[src/rtl/netlist_toggle_monitor.sv]
// rtl/netlist_toggle_monitor.sv - per-bit toggle counter and window switching-activity monitor
module netlist_toggle_monitor #(
    parameter int WIDTH  = 62,
    parameter int CNT_W  = 16,
    parameter int WINDOW = 1000
) (
    input  logic                     clk,
    input  logic                     rst,
    input  logic                     start,
    input  logic                     sample_en,
    input  logic [WIDTH-1:0]         dut_out,
    input  logic [$clog2(WIDTH)-1:0] rd_idx,
    output logic [CNT_W-1:0]         rd_cnt,
    output logic [CNT_W+5:0]         total,
    output logic                     busy,
    output logic                     done
);
    localparam int IDX_W = $clog2(WIDTH);
    localparam int POP_W = $clog2(WIDTH + 1);
    localparam int SMP_W = $clog2(WINDOW + 1);
    localparam int TOT_W = CNT_W + 6;

    typedef enum logic [1:0] {IDLE, ARM, COUNT, DONE} state_t;

    state_t           state;
    logic [CNT_W-1:0] cnt [WIDTH];
    logic [WIDTH-1:0] ref_q;
    logic [SMP_W-1:0] smp_cnt;
    logic [WIDTH-1:0] diff;
    logic [POP_W-1:0] pop;
    logic [TOT_W:0]   total_sum;
    logic [TOT_W-1:0] total_next;

    // One extra bit on the sum catches overflow so total can clamp instead of wrapping.
    always_comb begin
        diff = dut_out ^ ref_q;
        pop  = '0;
        for (int i = 0; i < WIDTH; i++) begin
            pop = pop + POP_W'(diff[i]);
        end
        total_sum  = {1'b0, total} + (TOT_W+1)'(pop);
        total_next = total_sum[TOT_W] ? {TOT_W{1'b1}} : total_sum[TOT_W-1:0];
    end

    always_ff @(posedge clk or negedge rst) begin
        if (!rst) begin
            state   <= IDLE;
            ref_q   <= '0;
            smp_cnt <= '0;
            total   <= '0;
            rd_cnt  <= '0;
            busy    <= 1'b0;
            done    <= 1'b0;
            for (int i = 0; i < WIDTH; i++) begin
                cnt[i] <= '0;
            end
        end else begin
            rd_cnt <= ({1'b0, rd_idx} < (IDX_W+1)'(WIDTH)) ? cnt[rd_idx] : '0;
            done   <= 1'b0;
            case (state)
                IDLE: begin
                    if (start) begin
                        for (int i = 0; i < WIDTH; i++) begin
                            cnt[i] <= '0;
                        end
                        total   <= '0;
                        smp_cnt <= '0;
                        busy    <= 1'b1;
                        state   <= ARM;
                    end
                end
                ARM: begin
                    if (sample_en) begin
                        ref_q <= dut_out;
                        state <= COUNT;
                    end
                end
                COUNT: begin
                    if (sample_en) begin
                        ref_q <= dut_out;
                        for (int i = 0; i < WIDTH; i++) begin
                            if (diff[i] && (cnt[i] != {CNT_W{1'b1}})) begin
                                cnt[i] <= cnt[i] + 1'b1;
                            end
                        end
                        total   <= total_next;
                        smp_cnt <= smp_cnt + 1'b1;
                        // The closing sample's toggles are kept; DONE follows on this edge.
                        if (smp_cnt == SMP_W'(WINDOW - 1)) begin
                            busy  <= 1'b0;
                            done  <= 1'b1;
                            state <= DONE;
                        end
                    end
                end
                DONE: begin
                    state <= IDLE;
                end
                default: begin
                    state <= IDLE;
                end
            endcase
        end
    end
endmodule

[config.mk]
export PLATFORM = sky130hd
export DESIGN_NAME = netlist_toggle_monitor
export DESIGN_NICKNAME = d
export VERILOG_FILES = /design/src/rtl/netlist_toggle_monitor.sv
export SDC_FILE = /design/constraint.sdc
export NUM_CORES = 2
export LEC_CHECK = 0
export CAP_MARGIN = 20
export CORE_ASPECT_RATIO = 1.1
export CORE_UTILIZATION = 55
export CTS_CLUSTER_DIAMETER = 200
export CTS_CLUSTER_SIZE = 40
export DETAILED_ROUTE_END_ITERATION = 10
export MAX_ROUTING_LAYER = met4
export PLACE_DENSITY = 0.82
export RECOVER_POWER = 50
export SLEW_MARGIN = 20
export SYNTH_ARGS = -nofsm -noshare
export SYNTH_HDL_FRONTEND = slang
export SYNTH_SLANG_ARGS = --single-unit
[constraint.sdc]
create_clock -name clk -period 14 [get_ports clk]
set_clock_uncertainty 0.05 [all_clocks]
set_input_delay 3.5 -clock clk [delete_from_list [all_inputs] [get_ports clk]]
set_output_delay 3.5 -clock clk [all_outputs]
set_load 0.01 [all_outputs]
==> results.md <==
- The buffering stage count on the worst path with inverters included is 5.
- Setup slack closes at 2410 ps.
- At the end of routability-driven placement, the weighted congestion stood at 1.10.
- The final layout contains 6,655 nets.
- The total nets after synthesis is 6,798.
- The count of synthesis-stage warnings from yosys is 0.
- During placement, the flow inserted port buffers numbering 111.
- Measured on the finished design, the core utilization comes to 0.582.
- The root buffer cell chosen for the clock tree is clkbuf_16.
- The floorplan step defined a die boundary enclosing 121,000 um2.
- The synthesized netlist occupies a cell area of 65,900 um2.
- The number of hold violations in the final report is 0.
- The post-layout minimum cycle time is 11,590 ps.
- The finished layout holds 7,987 standard cells, fillers aside.
- The synthesized area per cell is 10.0 um2.
- The half-perimeter wire length after placement is 139,000 um.
- Setup violations remaining at the end of the flow were counted as 0.
- The cell depth of the worst flop-to-flop path is 21.
- The number of optimization iterations in the first detailed-route pass is 6.
- The worst-case headroom to the max-slew limit is -2.29.
- Clock-pin slew was measured on the worst setup and hold paths at 150 ps.
- The worst endpoint data arrival time is 12,210 ps.
- Data on the critical path is required at its endpoint by 14,630 ps.
- After routing the design area is 68,800 um2.
- Setup repair after global routing left no endpoint under its margin.
- For this block, the via count after detailed routing is 53,200.
- The hold-fix buffer count after cts is 0.
- The violation count after the first detailed-route iteration is 6,888.
- The critical setup path kind is input port to flop.
- The layout filler cell count is 9,774.
- The total setup buffers inserted after CTS is 0.
- The flow ran to the end, but the final reports show violations.
- Among the stages of the critical path, the cell type that occurs most often is fa_1.
- Before CTS, the worst setup slack after placement is 1810 ps.
- The checks that failed: capacitance limit, slew limit.
- For this design the static power due to leakage is 28.9 nW.
- Once the clock tree was built, the resizer swapped 0 gates to a different size.
- The global-route total usage across every layer is 0.325.
- The most used flip-flop cell after synthesis is dfrtp_1.
- The sequential-to-total area share from yosys stat is 0.420.
- The total wire length after detailed routing is 193,000 um.
- After routing, the total negative slack on setup checks comes to 0 ps.
- The remaining global-route overflow is 0.
- The average via count per standard cell is 6.67.
- The largest single stage delay on the critical path is 690 ps.
- In this run, CTS created clock tree buffers numbering 31.
- The highest attainable clock frequency is 86.3 MHz.
- The source-to-sink clock delay at the later pin of the worst-skew pair is 750 ps.
- The region available for standard cell placement spans 118,000 um2.
- Hold timing on the final database bottoms out at a slack of 490 ps.
- The worst hold path terminates at ref_q[27]$_DFFE_PN0P_.
- The maximum root-to-sink buffer count is 3.
- The count of distinct cell types in the synthesized netlist is 94.
- Of the available clock period, the critical path in the final layout requires 0.828.
- The startpoint identified for the worst register-to-register timing path is ref_q[46]$_DFFE_PN0P_.
- The start point of the worst min-delay path is ref_q[27]$_DFFE_PN0P_.
- The width of the chip is 332 um.
- The kind of path behind the tightest hold check is flop to flop.
- The H-tree depth is 1.
- The die is 365 um tall.
- The via count of the first global-routing pass is 50,000.
- The number of antenna violations at the first check in global routing is 12.
- In this run the remaining antenna-violating nets after routing total 0.
- The cell family contributing the most delay on the critical path is adder cells.
- The number of synthesized flops with an enable pin is 0.
- The I/O pin count is 112.
- After detailed placement, the total cell area comes to 68,100 um2.
- The growth of design area from synthesis to finish is 4.42%.
- The final total power is 19.1 mW.
- The total of max-cap violations is 11.
- Counting every instance in the synthesized netlist gives 6,578.
- The global-route wire length before repair is 299,000 um.
- The number of DRC violations after detailed routing is 0.
- The worst setup path is launched from an input port.
- The share of flip-flops with an asynchronous set or reset after synthesis is 1.00.
- Dividing the detail-routed wire length by the instance count gives 24.2 um.
- Once placement completed, the tool counted placed cells totaling 7,943.
- Walking the worst path, the cells encountered are clkdlybuf4s50_1 > xor2_1 > fa_1 > fa_1 > fa_1 > inv_1 > fa_1 > fa_1 > inv_1 > fa_1 > inv_1 > fa_1 > fa_1 > fa_1 > fa_1 > nor2b_1 > o21ai_0 > a211oi_1 > o2111ai_1 > buf_4 > or4_1 > a21oi_1.
- Counting instances, the worst hold path has a depth of 1.
- The final-report max-slew violation count is 704.
- The worst-case vdd ir drop is 2.25 mV.
- The worst register-to-register path has a setup slack of 5300 ps.
- The standard cell with the maximum stage delay on the critical path is xor2_1.
- The slew at the pin closest to its max-slew limit is 4940 ps.
- The top fanout value on the critical path is 21.
- The worst register-to-register path ends at total[18]$_DFFE_PN0P_.
- The clock drives 1,106 sinks.
- Counting buffers and inverters, the worst setup path is 22 cells deep.
- The number of flip-flops and latches in the synthesized netlist is 1,106.
- The initial core utilization is 0.557.
- The floorplan has 132 rows.
- Entering global routing, the biggest net connects 193 pins.
- TritonCTS built the clock tree.
- In the final layout, the share of cells above drive strength 1 is 0.0766.
- The power density over cell area is 278 nW/um2.
- The type of destination of the critical path is a flop.
## sequential cells by signal, indices dropped and copies added (netlist names)
name and cells:
cnt 992, done 1, total 22, busy 1, rd_cnt 16, smp_cnt 10, state 2, ref_q 62
## synth_stat cells, drive strengths merged, types with 17 or more instances
master,n,area share
nor3,126,0.0099
inv,143,0.0081
fa,54,0.016
a2111oi,39,0.0082
nand2,507,0.029
o21ai,242,0.018
a31oi,33,0.0034
o2111ai,46,0.0061
nor2,927,0.053
a22o,17,0.0023
nand3,380,0.029
o22ai,22,0.0021
and4,131,0.017
a211oi,91,0.011
nor4,27,0.0026
clkbuf,188,0.011
nand4,278,0.026
mux2,76,0.013
and3,142,0.013
xnor2,307,0.041
buf,151,0.011
ha,94,0.018
dfrtp,1106,0.42
or3,81,0.0078
mux4,260,0.089
nor2b,18,0.0017
xor2,546,0.073
mux2i,48,0.0073
o211ai,70,0.0080
and2,63,0.0060
nand2b,31,0.0029
a21oi,153,0.012
## logic make-up after synthesis
kind of cell | count (synthesis) | synth area share
and+or+nand+nor | 2777 | 0.206
DFF | 1106 | 0.420
xor gates and xnor gates | 853 | 0.113
AOI/OAI and AO/OA | 827 | 0.0870
buffers and inverters | 483 | 0.0300
muxes | 384 | 0.109
adders and majority gates | 148 | 0.0342
## placed cells by master, fill, tap and decap left out, types with 70 or more instances in the layout
cell type	synthesis	final
a211oi_1	87	87
a21oi_1	152	153
and3_1	142	142
and4_1	131	131
clkdlybuf4s50_1	0	80
dfrtp_1	1106	1106
ha_1	94	93
inv_1	142	142
mux2_2	75	75
mux4_2	260	260
nand2_1	507	507
nand3_1	379	380
nand4_1	278	278
nor2_1	926	927
nor3_1	121	125
o211ai_1	70	70
o21ai_0	232	234
or3_1	80	81
xnor2_1	307	307
xor2_1	546	545
## worst register-to-register path, cell delays in order (launching register included)
cell and delay [ps]:
dfrtp_1 410, xor2_1 690, fa_1 690, fa_1 620
fa_1 650, inv_1 90, fa_1 510, fa_1 520
inv_1 50, fa_1 480, inv_1 50, fa_1 520
fa_1 520, fa_1 480, fa_1 390, nor2b_1 160
o21ai_0 170, a211oi_1 470, o2111ai_1 230, buf_4 260
or4_1 480, a21oi_1 150
## metal layers
metal	share of wire	vias up	GRT usage
li1	-	23300	-
met1	0.39	26600	0.438
met2	0.44	2891	0.475
met3	0.11	469	0.0594
met4	0.058	0	0.158
met5	0	-	-
## how the worst max path moves through the flow
stage / startpoint / to / slack (ps)
after floorplan: dut_out[20] / total[18]$_DFFE_PN0P_ / 3730
after global placement: dut_out[46] / total[18]$_DFFE_PN0P_ / 1940
after detailed placement: dut_out[46] / total[18]$_DFFE_PN0P_ / 1810
after CTS: dut_out[46] / total[18]$_DFFE_PN0P_ / 2570
after global routing: rst / cnt[972]$_DFFE_PN0P_ / 1930
final: dut_out[46] / total[18]$_DFFE_PN0P_ / 2410
## cell type report
type | count | area [um2] | area share
antenna | 11 | 27.5 | 0.000400
clock inverter | 2 | 25.0 | 0.000364
multi-input combinational | 4989 | 36300 | 0.527
tap | 1541 | 1930 | 0.0280
sequential | 1106 | 27700 | 0.402
clock buffer | 31 | 776 | 0.0113
inverter | 144 | 541 | 0.00785
timing repair buffer | 163 | 1580 | 0.0230
## power by group
group	switching (mW)	total (mW)	internal (mW)	leakage (nW)
combinational	8.15	13.9	5.72	13.3
sequential	0.377	3.88	3.50	15.2
clock	0.984	1.39	0.405	0.394
total	9.51	19.1	9.63	28.9
Power figures use the tool's default switching activity.
